==> src/rtl/nbit_full_subtractor.sv <==
// nbit_full_subtractor
//   Registered N-bit ripple-borrow subtractor: {BO,D} = A - B - BI.
//   N one-bit full-subtractor cells are chained LSB->MSB on the borrow.
//   The difference and borrow-out are registered, so the result appears
//   one clock after the operands. out_valid follows in_valid by one cycle.
//   This block is the exponent/mantissa subtract primitive in the FP datapath.
//
// Ports
//   clk        in   1  clock, rising edge
//   rst_n      in   1  async active-low reset (clears D, BO, out_valid)
//   D          out  N  registered difference, mod 2^N
//   BO         out  1  registered borrow-out of the MSB cell
//   A          in   N  minuend
//   B          in   N  subtrahend
//   BI         in   1  borrow-in to the LSB cell
//   in_valid   in   1  A/B/BI carry a real operation this cycle
//   out_valid  out  1  D/BO were computed from a valid operation

// One-bit full-subtractor cell.
module nbit_full_subtractor_cell (
    input  logic a,
    input  logic b,
    input  logic bin,
    output logic d,
    output logic bout
);
    always_comb begin
        d    = a ^ b ^ bin;
        // Borrow when b exceeds a, or when a == b and a borrow arrives.
        bout = (~a & b) | (~(a ^ b) & bin);
    end
endmodule

module nbit_full_subtractor #(
    parameter int N = 8
) (
    input  logic         clk,
    input  logic         rst_n,
    output logic [N-1:0] D,
    output logic         BO,
    input  logic [N-1:0] A,
    input  logic [N-1:0] B,
    input  logic         BI,
    input  logic         in_valid,
    output logic         out_valid
);
    localparam int STAGES = 1;

    // bchain[i] is the borrow into cell i; bchain[N] leaves the MSB.
    logic [N:0]        bchain;
    logic [N-1:0]      diff;

    logic [N-1:0]      d_d, d_q;
    logic              bo_d, bo_q;
    logic [STAGES-1:0] vld_pipe_d, vld_pipe_q;

    assign bchain[0] = BI;

    for (genvar i = 0; i < N; i++) begin : g_cell
        nbit_full_subtractor_cell u_cell (
            .a    (A[i]),
            .b    (B[i]),
            .bin  (bchain[i]),
            .d    (diff[i]),
            .bout (bchain[i+1])
        );
    end

    // D/BO register every cycle; out_valid is what qualifies them.
    always_comb begin
        d_d           = diff;
        bo_d          = bchain[N];
        vld_pipe_d    = vld_pipe_q << 1;
        vld_pipe_d[0] = in_valid;
    end

    always_ff @(posedge clk or negedge rst_n) begin
        if (!rst_n) begin
            d_q        <= '0;
            bo_q       <= 1'b0;
            vld_pipe_q <= '0;
        end else begin
            d_q        <= d_d;
            bo_q       <= bo_d;
            vld_pipe_q <= vld_pipe_d;
        end
    end

    assign D         = d_q;
    assign BO        = bo_q;
    assign out_valid = vld_pipe_q[STAGES-1];
endmodule

==> config.mk <==
export PLATFORM = sky130hd
export DESIGN_NAME = nbit_full_subtractor
export DESIGN_NICKNAME = d
export VERILOG_FILES = /design/src/rtl/nbit_full_subtractor.sv
export SDC_FILE = /design/constraint.sdc
export NUM_CORES = 1
export LEC_CHECK = 0
export BUFFER_PORTS_ARGS = -buffer_cell sky130_fd_sc_hd__buf_4
export CAP_MARGIN = 15
export CORE_MARGIN = 5
export CORE_UTILIZATION = 35
export DETAILED_ROUTE_END_ITERATION = 6
export PLACE_DENSITY = 0.7
export SLEW_MARGIN = 20
export SYNTH_ARGS = -nofsm -noshare
export SYNTH_HDL_FRONTEND = slang
export SYNTH_SLANG_ARGS = --single-unit
==> constraint.sdc <==
create_clock -name clk -period 0.8 [get_ports clk]
set_input_delay 0.12 -clock clk [delete_from_list [all_inputs] [get_ports clk]]
set_output_delay 0.12 -clock clk [all_outputs]
set_load 0.01 [all_outputs]
; After elaboration in Yosys (flattened, before gate mapping)
; Index checks and enable logic that the tools add are counted.
; Widths: inputs -> output; s select.
[classes]
n_bitwise = 56
[op_table]
columns = op, count
row1 = $and 1x1->1, 16
row2 = $not 1->1, 16
row3 = $xor 1x1->1, 16
row4 = $or 1x1->1, 8
[word_totals]
inputBits = 20
register_bits = 10
output_inout_bits = 10

; Depth between registers and ports, before layout
[logic_depth]
ltp_word = 18
mapped_depth = 12
depth_no_buf = 12

; Hierarchy
; From an unflattened synthesis, not the netlist that was laid out.
[hier_totals]
hier_cells = 42
hier_area_um2 = 500.5
[modules_own_cells]
columns = mod, cells_per_inst, n_inst, area_each_um2
row1 = nbit_full_subtractor, 10, 1, 250.2
row2 = nbit_full_subtractor_cell, 4, 8, 31.3

; Worst setup path after synthesis
; Ideal clock, no wire load.
[synth_path]
path_type = input port to flip-flop
from = input port B[0]
to = register d_q[7] (netlist: D[7])
t_arrival_ns = 3.067
required_time_ns = 0.665
path_stages = 11
setup_slack_ns = -2.403
cell_sequence = inv_1 fa_1 inv_1 fa_1 fa_1 fa_1 fa_1 fa_1 fa_1 inv_1 fa_1
[synth_between]
elab_chain_cells = 17
[synth_rtl]
columns = element, line
row1 = "start, declared", 42  ; input logic [N-1:0] B,
row2 = $xor 1x1->1, 30  ; bout = (~a & b) | (~(a ^ b) & bin);
row3 = $not 1->1, 30
row4 = $and 1x1->1, 30
row5 = $or 1x1->1 *, 30
row6 = $and 1x1->1 *, 30
row7 = $or 1x1->1 *, 30
row8 = $and 1x1->1 *, 30
row9 = $or 1x1->1 *, 30
row10 = [... 2 more ...], -
row11 = $and 1x1->1 *, 30
row12 = $or 1x1->1 *, 30
row13 = $and 1x1->1 *, 30
row14 = $or 1x1->1 *, 30
row15 = $and 1x1->1 *, 30
row16 = $or 1x1->1 *, 30
row17 = $xor 1x1->1 *, 28  ; d = a ^ b ^ bin;
row18 = net g_cell[7].u_cell.d, 24  ; output logic d,
row19 = "end signal, assigned", 79  ; d_q <= '0;
row20 = "end signal, assigned", 83  ; d_q <= d_d;
row21 = "end, declared", 53  ; logic [N-1:0] d_d, d_q;
; Mark *: on every way through the listed nets, which the timed path passes. The rest lies on a longest branch.

; Worst setup path in the final report
; Ends and elaborated chain as after synthesis.

==> metrics.md <==
| Metric | Value |
|---|---|
| Average size of a mapped cell | `13.3 um2` |
| Final Setup Violations | `18` |
| RD Place Congestion | `0.597` |
| Setup TNS | `-10480 ps` |
| Worst vdd ir | `between 900 and 1000 uV` |
| Area leader, netlist | `dfrtp_1` |
| Postcts setup bufs | `0` |
| Synth top area cells | `dfrtp_1, fa_1, inv_1` |
| Max incr delay on CP | `roughly 420 ps` |
| Fill count | `about 110` |
| Synth Flop Type | `dfrtp_1` |
| Rel. slew slack | `between 90 and 100%` |
| Post-synth top area share | `between 50% and 60%` |
| DRT Pass-1 Iters | `2` |
| Sequential share of the synthesized area | `52.4%` |
| Vias | `approximately 340` |
| Count leader, synth | `inv_1` |
| Seq cells post-synth | `10` |
| Fin crit share | `366%` |
| PnR worst setup slack | `-2130 ps` |
| Number of flops mapped to enable cells by yosys | `0` |
| Failing checks | `setup timing` |
| Die area | `about 2200 um2` |
| Clock slew at reported path FFs | `60 ps` |
| Hold_ws | `between 150 and 200 ps` |
| Post-DRT Antenna Nets | `0` |
| CP Cell Sequence | `buf_12 > inv_12 > fa_2 > inv_2 > fa_2 > fa_2 > fa_2 > fa_2 > fa_2 > fa_2 > inv_2 > fa_2` |
| Final Hold Fails | `0` |
| WP data required | `a little over 900 ps` |
| Starting Density | `36.7%` |
| HPWL Detailed | `845 um` |
| Vias per std cell | `4.01` |
| Top cell by count, worst path | `fa_2` |
| Tightest Pin Transition | `approximately 130 ps` |
| Die height | `between 40 and 50 um` |
| HP Class | `input pin to flop` |
| Port bufs | `29` |
| Boundary Pins | `30` |
| FFs w/ async S/R, synth | `100%` |
| CTS Buf Count | `3` |
| CP startpoint kind | `input pin` |
| Tot GR Track Use | `roughly a tenth` |
| Post-synth top cells | `inv_1, dfrtp_1, fa_1` |
| RSZ-0062 raised after global routing | `true` |
| CP top delay family | `adder cells` |
| Share of cells above drive strength 1 | `between 70% and 80%` |
| Initial antenna violation count | `0` |
| MaxCap Viol Count | `0` |
| YS warnings | `0` |
| Sequential cell area | `around 250 um2` |
| H-tree levels | `1` |
| Largest net degree at the start of global routing | `11` |
| Syn Nets | `64` |
| CP arrival | `between 3000 and 4000 ps` |
| WP buf/inv | `4` |
| Min Tclk post-route | `2930 ps` |
| Leakage Power | `about 0.44 nW` |
| Num rows | `13` |
| Synth unique cells | `3` |
| CTS tree | `built` |
| Cells after Synth | `36` |
| Drt wl/cell | `about 11 um` |
| Final Max Tran Viols | `0` |
| Fmax | `0.341 GHz` |
| CP max stage cell | `fa_2` |
| Total wire length | `about 930 um` |
| Max clock buf depth | `2` |
| Antenna Cells | `0` |
| Initial DRC count | `1` |
| Die Span X | `approximately 47 um` |
| GRT Residual Overflow | `0` |
| Core Region | `1300 um2` |
| First-pass GRT wire length | `about 1400 um` |
| Critical path class | `input pin to flop` |
| Total power divided by cell area | `approximately 1700 nW/um2` |
| Number of global-route vias before repair | `about 350` |
| Final net count | `100` |
| Status | `complete, but fails checks` |
| CTS root buffer | `clkbuf_4` |
| Multi-input gate area | `180 um2` |
| Max FO, Critical Path | `1` |
| Syn-to-layout area delta | `77.7%` |
| CP endpoint kind | `flop` |
| Post-Synthesis Cell Area | `approximately 480 um2` |
| Drt drc | `0` |
| CTS Sinks | `10` |
| Total design power | `around 1.4 mW` |
-- stage by stage --
| step | area, um2 | instances | setup WS, ps | utilization (%) |
|---|---|---|---|---|
| 5_1_grt | 850 | 85 | -2190 | 65.3 |
| 3_5_place_dp | 747 | 80 | -2420 | 57.4 |
| 4_1_cts | 845 | 85 | -2130 | 64.9 |
| 3_3_place_gp | 747 | 80 | -2380 | 57.4 |
| 2_1_floorplan | 510 | 36 | -2180 | - |
| 6_report | 850 | 85 | -2130 | 65.3 |
-- area by class of cell --
| type | instances | area share (%) |
|---|---|---|
| multi-input combinational | 8 | 21.2 |
| sequential | 10 | 29.5 |
| timing repair buffer | 31 | 34.8 |
| clock buffer | 3 | 2.65 |
| tap | 15 | 2.21 |
| inverter | 18 | 9.72 |
-- worst paths after layout --
check,to,cells past startpoint,from,slack (ps)
max in group asynchronous,D[1],2,rst_n,430
max,D[7],12,B[0],-2130
min,D[0],2,A[0],180
min in group asynchronous,D[0],2,rst_n,230
-- registers in the layout, summed over array words and instances, names as in the netlist --
signal / flops
out_valid: 1
BO: 1
D: 8
-- logic make-up (layout without fill, tap and decap cells) --
group	Yosys count	in the layout	share of synthesized area, %
fa+ha+maj	8	8	33.5
buf+inv	18	52	14.1
flops	10	10	52.4
-- repair_timing --
action,4_1_cts,5_1_grt
setup endpoints to repair,18,18
hold endpoints to repair,11,0
gates cloned,0,0
hold buffers,2,0
pin swaps,0,0
gates resized for setup,18,4
-- report_power, final --
part | switching, mW | internal, mW | leakage, nW | total, mW
Sequential | 0.0403 | 0.591 | 0.117 | 0.632
Combinational | 0.194 | 0.305 | 0.308 | 0.499
Clock | 0.138 | 0.172 | 0.0138 | 0.309
-- layer usage --
layer / vias to the layer above / part of all wire [%] / GRT usage, % / wire, um
met4: 0 / 0 / 6.63 / 0
met5: - / 0 / 0 / 0
li1: 159 / - / - / -
met2: 19 / 55 / 15.7 / 514
met3: 0 / 13 / 4.60 / 118
met1: 163 / 32 / 10.5 / 298
-- placed cells by master, fill, tap and decap left out --
cell type / Yosys / routed
buf_12: 0 / 1
buf_4: 0 / 16
buf_6: 0 / 12
clkbuf_4: 0 / 3
dfrtp_1: 10 / 10
dlygate4sd3_1: 0 / 2
fa_2: 0 / 8
inv_1: 18 / 9
inv_12: 0 / 1
inv_2: 0 / 7
inv_4: 0 / 1
No activity file was read; power rests on OpenSTA's default activity.
